File: src/rtl/game_if.sv
`default_nettype none
// ============================================================
// game_if : key/miss inputs and status outputs of game_fsm
// Revision: 1.0
// ============================================================
interface game_if;
  logic       serve_a_key;
  logic       serve_b_key;
  logic       ESC_state;
  logic       miss_a;
  logic       miss_b;
  logic [3:0] state;
  logic [3:0] score_a;
  logic [3:0] score_b;
  logic       serve_dir;
  logic       ball_rst;
  logic       frame_tick;
  logic       winner;

  modport master (
    output serve_a_key, serve_b_key, ESC_state, miss_a, miss_b,
    input  state, score_a, score_b, serve_dir, ball_rst, frame_tick, winner
  );

  modport slave (
    input  serve_a_key, serve_b_key, ESC_state, miss_a, miss_b,
    output state, score_a, score_b, serve_dir, ball_rst, frame_tick, winner
  );
endinterface
`default_nettype wire

File: src/rtl/game_fsm.sv
`default_nettype none
// ============================================================
// game_fsm : tennis match sequencer, scoring and frame tick
// Revision: 1.0
// ============================================================
module game_fsm #(
  parameter int TICK_DIV    = 1000000,
  parameter int POINT_TICKS = 50,
  parameter int WIN_SCORE   = 7
) (
  input wire    clk,
  input wire    start,
  game_if.slave bus
);

  localparam int         c_cnt_w = $clog2(TICK_DIV + 1);
  localparam int         c_pt_w  = $clog2(POINT_TICKS + 1);
  localparam logic [3:0] c_win   = 4'(WIN_SCORE);

  typedef enum logic [3:0] {
    IDLE      = 4'd0,
    SERVE_A   = 4'd1,
    SERVE_B   = 4'd2,
    PLAY      = 4'd3,
    POINT     = 4'd4,
    PAUSE     = 4'd5,
    GAME_OVER = 4'd6
  } state_t;

  state_t              r_state;
  state_t              r_saved;
  logic [2:0]          r_key;
  logic [2:0]          r_key_prev;
  logic [1:0]          r_miss;
  logic [3:0]          r_score_a;
  logic [3:0]          r_score_b;
  logic                r_serve_dir;
  logic                r_ball_rst;
  logic                r_frame_tick;
  logic                r_winner;
  logic                r_next_srv;
  logic [c_cnt_w-1:0]  r_tick_cnt;
  logic [c_pt_w-1:0]   r_pt_cnt;
  logic [2:0]          w_key_ev;
  logic                w_win_hit;

  // key event bits: [0] serve A, [1] serve B, [2] ESC
  assign w_key_ev  = r_key & ~r_key_prev;
  assign w_win_hit = (r_score_a == c_win) || (r_score_b == c_win);

  always_ff @(posedge clk) begin
    if (!start) begin
      r_state      <= IDLE;
      r_saved      <= IDLE;
      r_key        <= '0;
      r_key_prev   <= '0;
      r_miss       <= '0;
      r_score_a    <= '0;
      r_score_b    <= '0;
      r_serve_dir  <= 1'b0;
      r_ball_rst   <= 1'b1;
      r_frame_tick <= 1'b0;
      r_winner     <= 1'b0;
      r_next_srv   <= 1'b0;
      r_tick_cnt   <= '0;
      r_pt_cnt     <= '0;
    end else begin
      r_key      <= {bus.ESC_state, bus.serve_b_key, bus.serve_a_key};
      r_key_prev <= r_key;
      r_miss     <= {bus.miss_b, bus.miss_a};

      if (r_state == PAUSE) begin
        r_frame_tick <= 1'b0;
      end else if (r_tick_cnt == c_cnt_w'(TICK_DIV - 1)) begin
        r_tick_cnt   <= '0;
        r_frame_tick <= 1'b1;
      end else begin
        r_tick_cnt   <= r_tick_cnt + c_cnt_w'(1);
        r_frame_tick <= 1'b0;
      end

      case (r_state)
        IDLE: begin
          if (w_key_ev[0] || w_key_ev[1]) begin
            r_score_a   <= '0;
            r_score_b   <= '0;
            r_state     <= SERVE_A;
            r_serve_dir <= 1'b0;
            r_ball_rst  <= 1'b1;
          end
        end
        SERVE_A, SERVE_B: begin
          if (w_key_ev[2]) begin
            r_saved <= r_state;
            r_state <= PAUSE;
          end else if ((r_state == SERVE_A && w_key_ev[0]) ||
                       (r_state == SERVE_B && w_key_ev[1])) begin
            r_state    <= PLAY;
            r_ball_rst <= 1'b0;
          end
        end
        PLAY: begin
          if (w_key_ev[2]) begin
            r_saved <= r_state;
            r_state <= PAUSE;
          end else if (|r_miss) begin
            r_state    <= POINT;
            r_ball_rst <= 1'b1;
            r_pt_cnt   <= '0;
            case (r_miss)
              2'b01: begin
                if (r_score_b < c_win) r_score_b <= r_score_b + 4'd1;
                r_next_srv <= 1'b0;
              end
              2'b10: begin
                if (r_score_a < c_win) r_score_a <= r_score_a + 4'd1;
                r_next_srv <= 1'b1;
              end
              default: r_next_srv <= r_serve_dir;
            endcase
          end
        end
        POINT: begin
          if (w_win_hit) begin
            r_state  <= GAME_OVER;
            r_winner <= (r_score_b == c_win);
          end else if (r_frame_tick) begin
            if (r_pt_cnt == c_pt_w'(POINT_TICKS - 1)) begin
              r_state     <= r_next_srv ? SERVE_B : SERVE_A;
              r_serve_dir <= r_next_srv;
            end else begin
              r_pt_cnt <= r_pt_cnt + c_pt_w'(1);
            end
          end
        end
        PAUSE: begin
          if (w_key_ev[2]) r_state <= r_saved;
        end
        GAME_OVER: begin
          if (w_key_ev[0] || w_key_ev[1]) r_state <= IDLE;
        end
        default: begin
          r_state    <= IDLE;
          r_ball_rst <= 1'b1;
        end
      endcase
    end
  end

  assign bus.state      = r_state;
  assign bus.score_a    = r_score_a;
  assign bus.score_b    = r_score_b;
  assign bus.serve_dir  = r_serve_dir;
  assign bus.ball_rst   = r_ball_rst;
  assign bus.frame_tick = r_frame_tick;
  assign bus.winner     = r_winner;

endmodule
`default_nettype wire

File: src/flat_wrapper.sv
// flat-port wrapper written by rule: the top's interface ports become plain ports
module game_fsm_flat 
#(
  parameter int TICK_DIV    = 1000000,
  parameter int POINT_TICKS = 50,
  parameter int WIN_SCORE   = 7
)
  (clk, start, bus_serve_a_key, bus_serve_b_key, bus_ESC_state, bus_miss_a, bus_miss_b, bus_state, bus_score_a, bus_score_b, bus_serve_dir, bus_ball_rst, bus_frame_tick, bus_winner);
  game_if bus_i ();
  input wire clk;
  input wire start;
  input wire logic [$bits(bus_i.serve_a_key)-1:0] bus_serve_a_key;
  input wire logic [$bits(bus_i.serve_b_key)-1:0] bus_serve_b_key;
  input wire logic [$bits(bus_i.ESC_state)-1:0] bus_ESC_state;
  input wire logic [$bits(bus_i.miss_a)-1:0] bus_miss_a;
  input wire logic [$bits(bus_i.miss_b)-1:0] bus_miss_b;
  output wire logic [$bits(bus_i.state)-1:0] bus_state;
  output wire logic [$bits(bus_i.score_a)-1:0] bus_score_a;
  output wire logic [$bits(bus_i.score_b)-1:0] bus_score_b;
  output wire logic [$bits(bus_i.serve_dir)-1:0] bus_serve_dir;
  output wire logic [$bits(bus_i.ball_rst)-1:0] bus_ball_rst;
  output wire logic [$bits(bus_i.frame_tick)-1:0] bus_frame_tick;
  output wire logic [$bits(bus_i.winner)-1:0] bus_winner;
  assign bus_i.serve_a_key = bus_serve_a_key;
  assign bus_i.serve_b_key = bus_serve_b_key;
  assign bus_i.ESC_state = bus_ESC_state;
  assign bus_i.miss_a = bus_miss_a;
  assign bus_i.miss_b = bus_miss_b;
  assign bus_state = bus_i.state;
  assign bus_score_a = bus_i.score_a;
  assign bus_score_b = bus_i.score_b;
  assign bus_serve_dir = bus_i.serve_dir;
  assign bus_ball_rst = bus_i.ball_rst;
  assign bus_frame_tick = bus_i.frame_tick;
  assign bus_winner = bus_i.winner;
  game_fsm #(.TICK_DIV(TICK_DIV), .POINT_TICKS(POINT_TICKS), .WIN_SCORE(WIN_SCORE)) u_core (.clk(clk), .start(start), .bus(bus_i));
endmodule
File: config.mk
export PLATFORM = sky130hd
export DESIGN_NAME = game_fsm_flat
export DESIGN_NICKNAME = d
export VERILOG_FILES = /design/src/rtl/game_if.sv /design/src/rtl/game_fsm.sv /design/src/flat_wrapper.sv
export SDC_FILE = /design/constraint.sdc
export NUM_CORES = 1
export LEC_CHECK = 0
export CAP_MARGIN = 20
export CORE_UTILIZATION = 61
export CTS_CLUSTER_SIZE = 12
export DETAILED_ROUTE_END_ITERATION = 16
export PLACE_DENSITY_LB_ADDON = 0.15
export SYNTH_ARGS = -nofsm -noshare
export SYNTH_HDL_FRONTEND = slang
export SYNTH_SLANG_ARGS = --single-unit
File: constraint.sdc
create_clock -name clk -period 3.06 [get_ports clk]
set_input_delay 0.459 -clock clk [delete_from_list [all_inputs] [get_ports clk]]
set_output_delay 0.459 -clock clk [all_outputs]
set_load 0.005 [all_outputs]
==> flow_metrics.env, run 1 <==
export IMPL_async_reset_ff_frac=0
export IMPL_fin_ws_ns=0.717
export IMPL_setup_viol=0
export IMPL_synth_ff_type="dfxtp_1"
export IMPL_holdBufCountCts=0
export IMPL_grt_pass1_wl_um=8560
export IMPL_cp_required_ns=3.27
export IMPL_min_period_over_period=0.766
export IMPL_via_per_inst=5.89
export IMPL_yosysTopAreaCellShare=0.411
export IMPL_drive_gt1_frac=0.0706
export IMPL_wl_met3_um=215
export IMPL_start_kind="flip-flop"
export IMPL_seqPwrFrac=0.527
export IMPL_worst_ep_arrival_time_ns=2.55
export IMPL_place_inst=368
export IMPL_routed_wl_um=5170
export IMPL_cts_root_buf="clkbuf_8"
export IMPL_cts_htree_levels=2
export IMPL_slew_headroom=0.592
export IMPL_ant_nets=0
export IMPL_wire_per_inst_um=13.7
export IMPL_yosysTopAreaCell="dfxtp_1"
export IMPL_antenna_found_initial=0
export IMPL_top_layer="met4"
export IMPL_num_antenna_cells=0
export IMPL_p_int_mw=1.08
export IMPL_worst_pin_slew_ns=0.607
export IMPL_peakVddDrop_uv=292
export IMPL_grt_start_max_net_pins=22
export IMPL_gp_congestion=0.838
export IMPL_met2_length_um=2510
export IMPL_io_pins=23
export IMPL_synth_ff_latch_count=55
export IMPL_clock_sinks=55
export IMPL_cts_buffers=5
export IMPL_p_per_area_nw_per_um2=509
export IMPL_final_cell_mix="dfxtp_1 (55), nor2_1 (37), clkdlybuf4s50_1 (22)"
export IMPL_grt_pass1_vias=2007
export IMPL_postSynthAreaPerCell_um2=8.82
export IMPL_final_hold_viol_count=0
export IMPL_fin_nets=340
export IMPL_dp_hpwl_um=3730
export IMPL_final_util=0.734
export IMPL_dp_slack_ns=0.737
export IMPL_max_freq_ghz=0.427
export IMPL_p_switching_mw=0.458
export IMPL_drt_initial_drc_count=147
export IMPL_chipWidth_um=68.3
export IMPL_yosysUniqueCellTypes=61
export IMPL_hp_class="flip-flop to flip-flop"
export IMPL_crit_path_end_kind="flip-flop"
export IMPL_area_growth_pct=12.6
export IMPL_core_area_um2=4120
export IMPL_vias=2214
export IMPL_rsz0062_at_grt="false"
export IMPL_sw_frac_of_total=0.298
export IMPL_grt_overflow=0
export IMPL_timing_hold_ws_ns=0.463
export IMPL_port_buffers=22
export IMPL_floorplan_die_height_um=68.3
export IMPL_synth_fp_nets=319
export IMPL_syn_inst=304
export IMPL_p_comb_frac=0.219
export IMPL_total_leakage_power_nw=1.07
export IMPL_die_area_um2=4660
export IMPL_post_cts_buffers=0
export IMPL_clockBufferDepth=2
export IMPL_tns_ns=0
export IMPL_cts_resized_gates=0
export IMPL_synth_edff_count=0
export IMPL_synth_area_um2=2680
export IMPL_yosysWarnings=0
export IMPL_tritoncts="yes"
export IMPL_rows=23
export IMPL_maxCapViolCount=0
export IMPL_grt_usage=0.246
export IMPL_min_period_ns=2.34
export IMPL_start_util=0.652
export IMPL_final_common_cell="dfxtp_1"
export IMPL_clock_latency_ns=0.31
export IMPL_path_class="flip-flop to flip-flop"
export IMPL_fin_skew_ns=0.0108
export IMPL_path_clk_slew_ns=0.10
export IMPL_yosys_top_cells_area="dfxtp_1 (41%), nor2_1 (5.2%), xnor2_1 (4.6%)"
export IMPL_fin_cells=376
export IMPL_clockPowerShare=0.254
export IMPL_maxSlewViolCount=0
export IMPL_drc=0
export IMPL_wl_met1_um=2360
export IMPL_ys_seq_area_frac=0.411
export IMPL_dr_pass1_iters=4
export IMPL_crit_fanout=15
export IMPL_outcome="complete, no violations"
## per-stage QoR
step                      instance area (um^2)  power [mW]
after global placement                    2930        1.15
after global routing                      3020        1.62
final                                     3020        1.54
after CTS                                 3020        1.54
after floorplan                           2680        1.07
after detailed placement                  2930        1.16
## layer usage
layer | GRT usage | vias up
li1 | - | 1119
met5 | 0 | -
met2 | 0.431 | 64
met3 | 0.0550 | 13
met1 | 0.295 | 1018
met4 | 0.0807 | 0
## path summary, 6_finish.rpt
| path | cells after the start | slack (ns) | end | start |
|---|---|---|---|---|
| setup / recovery | 6 | 0.72 | u_core.r_pt_cnt[5] | u_core.bus.state[1] |
| setup reg to reg | 6 | 0.72 | u_core.r_pt_cnt[5] | u_core.bus.state[1] |
| hold / removal | 2 | 0.46 | u_core.bus.state[3] | u_core.r_saved[3] |
| hold reg to reg | 2 | 0.46 | u_core.bus.state[3] | u_core.r_saved[3] |
## logic make-up after synthesis
logic type      Yosys count  share of synthesized area
simple gates            143                      0.302
flops                    55                      0.411
compound gates           47                      0.118
buf+inv                  23                     0.0378
xor+xnor                 22                     0.0719
fa+ha+maj                 8                     0.0373
mux                       6                     0.0229
## power groups by stage
stage / clock (mW) / sequential, mW / combinational, mW
after global routing: 0.430 / 0.817 / 0.375
after detailed placement: 0 / 0.825 / 0.333
after CTS: 0.400 / 0.807 / 0.335
after global placement: 0 / 0.821 / 0.328
after floorplan: 0 / 0.797 / 0.270
final: 0.390 / 0.810 / 0.337
## Yosys cell counts, types with 3 or more instances
library cell  number
a21oi_1           17
and2_1             9
and3_1             6
buf_2              3
clkbuf_1           7
dfxtp_1           55
ha_1               8
inv_1             10
mux2i_1            5
nand2_1           21
nand3_1           17
nand3b_1           6
nand4_1            6
nor2_1            37
nor2b_1            3
nor3_1             8
nor4_1             5
o21ai_0            5
o31ai_1            3
or4_1              3
xnor2_1           14
xor2_1             8
## flip-flops by register name (all words and copies together) (netlist names)
register	cells
u_core.bus.winner	1
u_core.r_key_prev	3
u_core.bus.score_a	4
u_core.bus.serve_dir	1
u_core.bus.ball_rst	1
u_core.r_pt_cnt	6
u_core.bus.score_b	4
u_core.bus.frame_tick	1
u_core.r_key	3
u_core.r_miss	2
u_core.r_tick_cnt	20
u_core.r_next_srv	1
u_core.r_saved	4
u_core.bus.state	4
## area by class of cell
type                    instances  area (um^2)
clock inverters                 2         12.5
clock buffers                   6         72.6
multi-input cells             226         1480
fillers                       328         1100
well taps                      50         62.6
inverters                      11         41.3
repair buffers                 26          250
flip-flops and latches         55         1100
## critical path, cell delays in order, from the launching register on
cell      delay [ns]
dfxtp_1         0.66
nor4bb_1        0.34
buf_4           0.21
nor2_2          0.04
a211o_1         0.36
nor4b_2         0.29
mux2_2          0.35
No activity file was read; power rests on OpenSTA's default activity.
==> run 2: changes to the inputs <==
--- a/config.mk
+++ b/config.mk
@@ -6,7 +6,7 @@
 export NUM_CORES = 1
 export LEC_CHECK = 0
 export CAP_MARGIN = 20
-export CORE_UTILIZATION = 61
+export CORE_UTILIZATION = 57
 export CTS_CLUSTER_SIZE = 12
 export DETAILED_ROUTE_END_ITERATION = 16
 export PLACE_DENSITY_LB_ADDON = 0.15
==> constraint.sdc (replaced) <==
create_clock -name clk -period 2.35 [get_ports clk]
set_input_delay 0.3525 -clock clk [delete_from_list [all_inputs] [get_ports clk]]
set_output_delay 0.3525 -clock clk [all_outputs]
set_load 0.005 [all_outputs]
==> run 2 against run 1 <==
  * Non-clock buffer count is 6 higher
  * Via count is 2.4% lower
  * Wire length is 0.56% higher
  * Global-route usage is 1.2 points lower
  * Cell count is 1.9% higher
  * Critical endpoint unchanged
  * Combinational power is 49% higher
  * Power is 32% higher
  * Highest routed layer unchanged
  * Cell area is 1.7% higher
  * Hold slack worse by 0.0074 ns
  * First-iteration DRC count is 28% higher
==> flow_metrics.env, run 2 (synthesized netlist as in run 1, its figures left out) <==
export IMPL_outcome="complete, no violations"
export IMPL_min_delay_start="u_core.r_key[2]"
export IMPL_cp_startpoint="u_core.bus.state[1]"
export IMPL_cts_buffers=5
export IMPL_grt_pass1_wl_um=9330
export IMPL_path_class="flip-flop to flip-flop"
export IMPL_via_per_inst=5.64
export IMPL_maxCapViolCount=0
export IMPL_p_per_area_nw_per_um2=663
export IMPL_path_clk_slew_ns=0.10
export IMPL_clock_latency_ns=0.31
export IMPL_worst_pin_slew_ns=0.592
export IMPL_fin_nets=346
export IMPL_slew_headroom=0.602
export IMPL_floorplan_die_height_um=70.6
export IMPL_rr_startpoint="u_core.bus.state[1]"
export IMPL_maxSlewViolCount=0
export IMPL_cts_root_buf="clkbuf_8"
export IMPL_antenna_found_initial=0
export IMPL_clock_sinks=55
export IMPL_die_area_um2=4980
export IMPL_final_hold_viol_count=0
export IMPL_crit_fanout=11
export IMPL_crit_path_end_kind="flip-flop"
export IMPL_hp_class="flip-flop to flip-flop"
export IMPL_num_antenna_cells=0
export IMPL_start_kind="flip-flop"
export IMPL_rows=24
export IMPL_cp_required_ns=2.56
export IMPL_chipWidth_um=70.6
export IMPL_start_util=0.603
export IMPL_core_area_um2=4440
export IMPL_rsz0062_at_grt="false"
export IMPL_cts_htree_levels=2
export IMPL_drive_gt1_frac=0.0876
export IMPL_reg_top3="u_core.r_tick_cnt: 20 flops, u_core.r_pt_cnt: 6 flops"
export IMPL_grt_start_max_net_pins=22
export IMPL_ant_nets=0
export IMPL_max_freq_ghz=0.473
export IMPL_drt_initial_drc_count=188
export IMPL_holdBufCountCts=0
export IMPL_tritoncts="yes"
export IMPL_tns_ns=0
export IMPL_min_period_ns=2.12
export IMPL_finalPower_mw=2.03
export IMPL_min_period_over_period=0.900
export IMPL_grt_pass1_vias=2161
export IMPL_vias=2161
export IMPL_setup_viol=0
export IMPL_cts_resized_gates=0
export IMPL_dp_hpwl_um=3810
export IMPL_peakVddDrop_uv=449
export IMPL_final_cell_mix="dfxtp_1 (55), nor2_1 (37), clkdlybuf4s50_1 (22)"
export IMPL_fin_skew_ns=0.0135
export IMPL_area_growth_pct=14.5
export IMPL_grt_usage=0.235
export IMPL_largest_reg_flops=20
export IMPL_wire_per_inst_um=13.6
export IMPL_port_buffers=22
export IMPL_final_common_cell="dfxtp_1"
export IMPL_total_leakage_power_nw=1.11
export IMPL_largest_register="u_core.r_tick_cnt"
export IMPL_dr_pass1_iters=4
export IMPL_clockBufferDepth=2
export IMPL_post_cts_buffers=0
export IMPL_io_pins=23
export IMPL_drc=0
export IMPL_gp_congestion=0.883
export IMPL_grt_overflow=0
export IMPL_routed_wl_um=5200
export IMPL_worst_ep_arrival_time_ns=2.32
-- run 2: worst paths after layout --
path / depth (start not counted) / endpoint / slack (ns)
setup / recovery: 6 / u_core.r_pt_cnt[5] / 0.23
hold / removal: 1 / u_core.r_key_prev[2] / 0.46
setup reg to reg: 6 / u_core.r_pt_cnt[5] / 0.23
hold reg to reg: 1 / u_core.r_key_prev[2] / 0.46
-- run 2: metrics by stage --
| stage | instances | area (um^2) | util | hold WS, ns | setup WS [ns] |
|---|---|---|---|---|---|
| floorplan | 304 | 2680 | - | 0.418 | 0.307 |
| global placement | 376 | 2980 | 0.671 | 0.440 | 0.335 |
| detailed placement | 376 | 2980 | 0.671 | 0.452 | 0.268 |
| CTS | 383 | 3070 | 0.691 | 0.467 | 0.231 |
| global route | 383 | 3070 | 0.691 | 0.483 | 0.0850 |
| finish | 383 | 3070 | 0.691 | 0.456 | 0.234 |
-- run 2: final cells by class --
class                           instances  area [um^2]
Timing Repair Buffer                   32          295
Fill cell                             358         1380
Multi-Input combinational cell        226         1480
Inverter                               11         41.3
Tap cell                               52         65.1
Clock buffer                            6         82.6
Clock inverter                          1         5.00
Sequential cell                        55         1100
-- run 2: where the power goes --
part / leakage [nW] / internal (mW) / switching [mW] / total (mW)
Sequential: 0.446 / 0.976 / 0.0403 / 1.02
Clock: 0.0470 / 0.232 / 0.286 / 0.517
Combinational: 0.612 / 0.240 / 0.261 / 0.502
-- run 2: metal layers --
layer | GRT usage | share of wire | up-vias
li1 | - | - | 1130
met1 | 0.286 | 0.48 | 979
met2 | 0.398 | 0.47 | 40
met3 | 0.0584 | 0.034 | 12
met4 | 0.0978 | 0.018 | 0
met5 | 0 | 0 | -
-- run 2: worst max-delay path, cell delays in order (launching register included) --
cell and delay, ns:
dfxtp_1 0.41, nor4bb_1 0.32, buf_4 0.22, nor2_2 0.04, a211o_1 0.36, nor4b_2 0.31, mux2_2 0.36
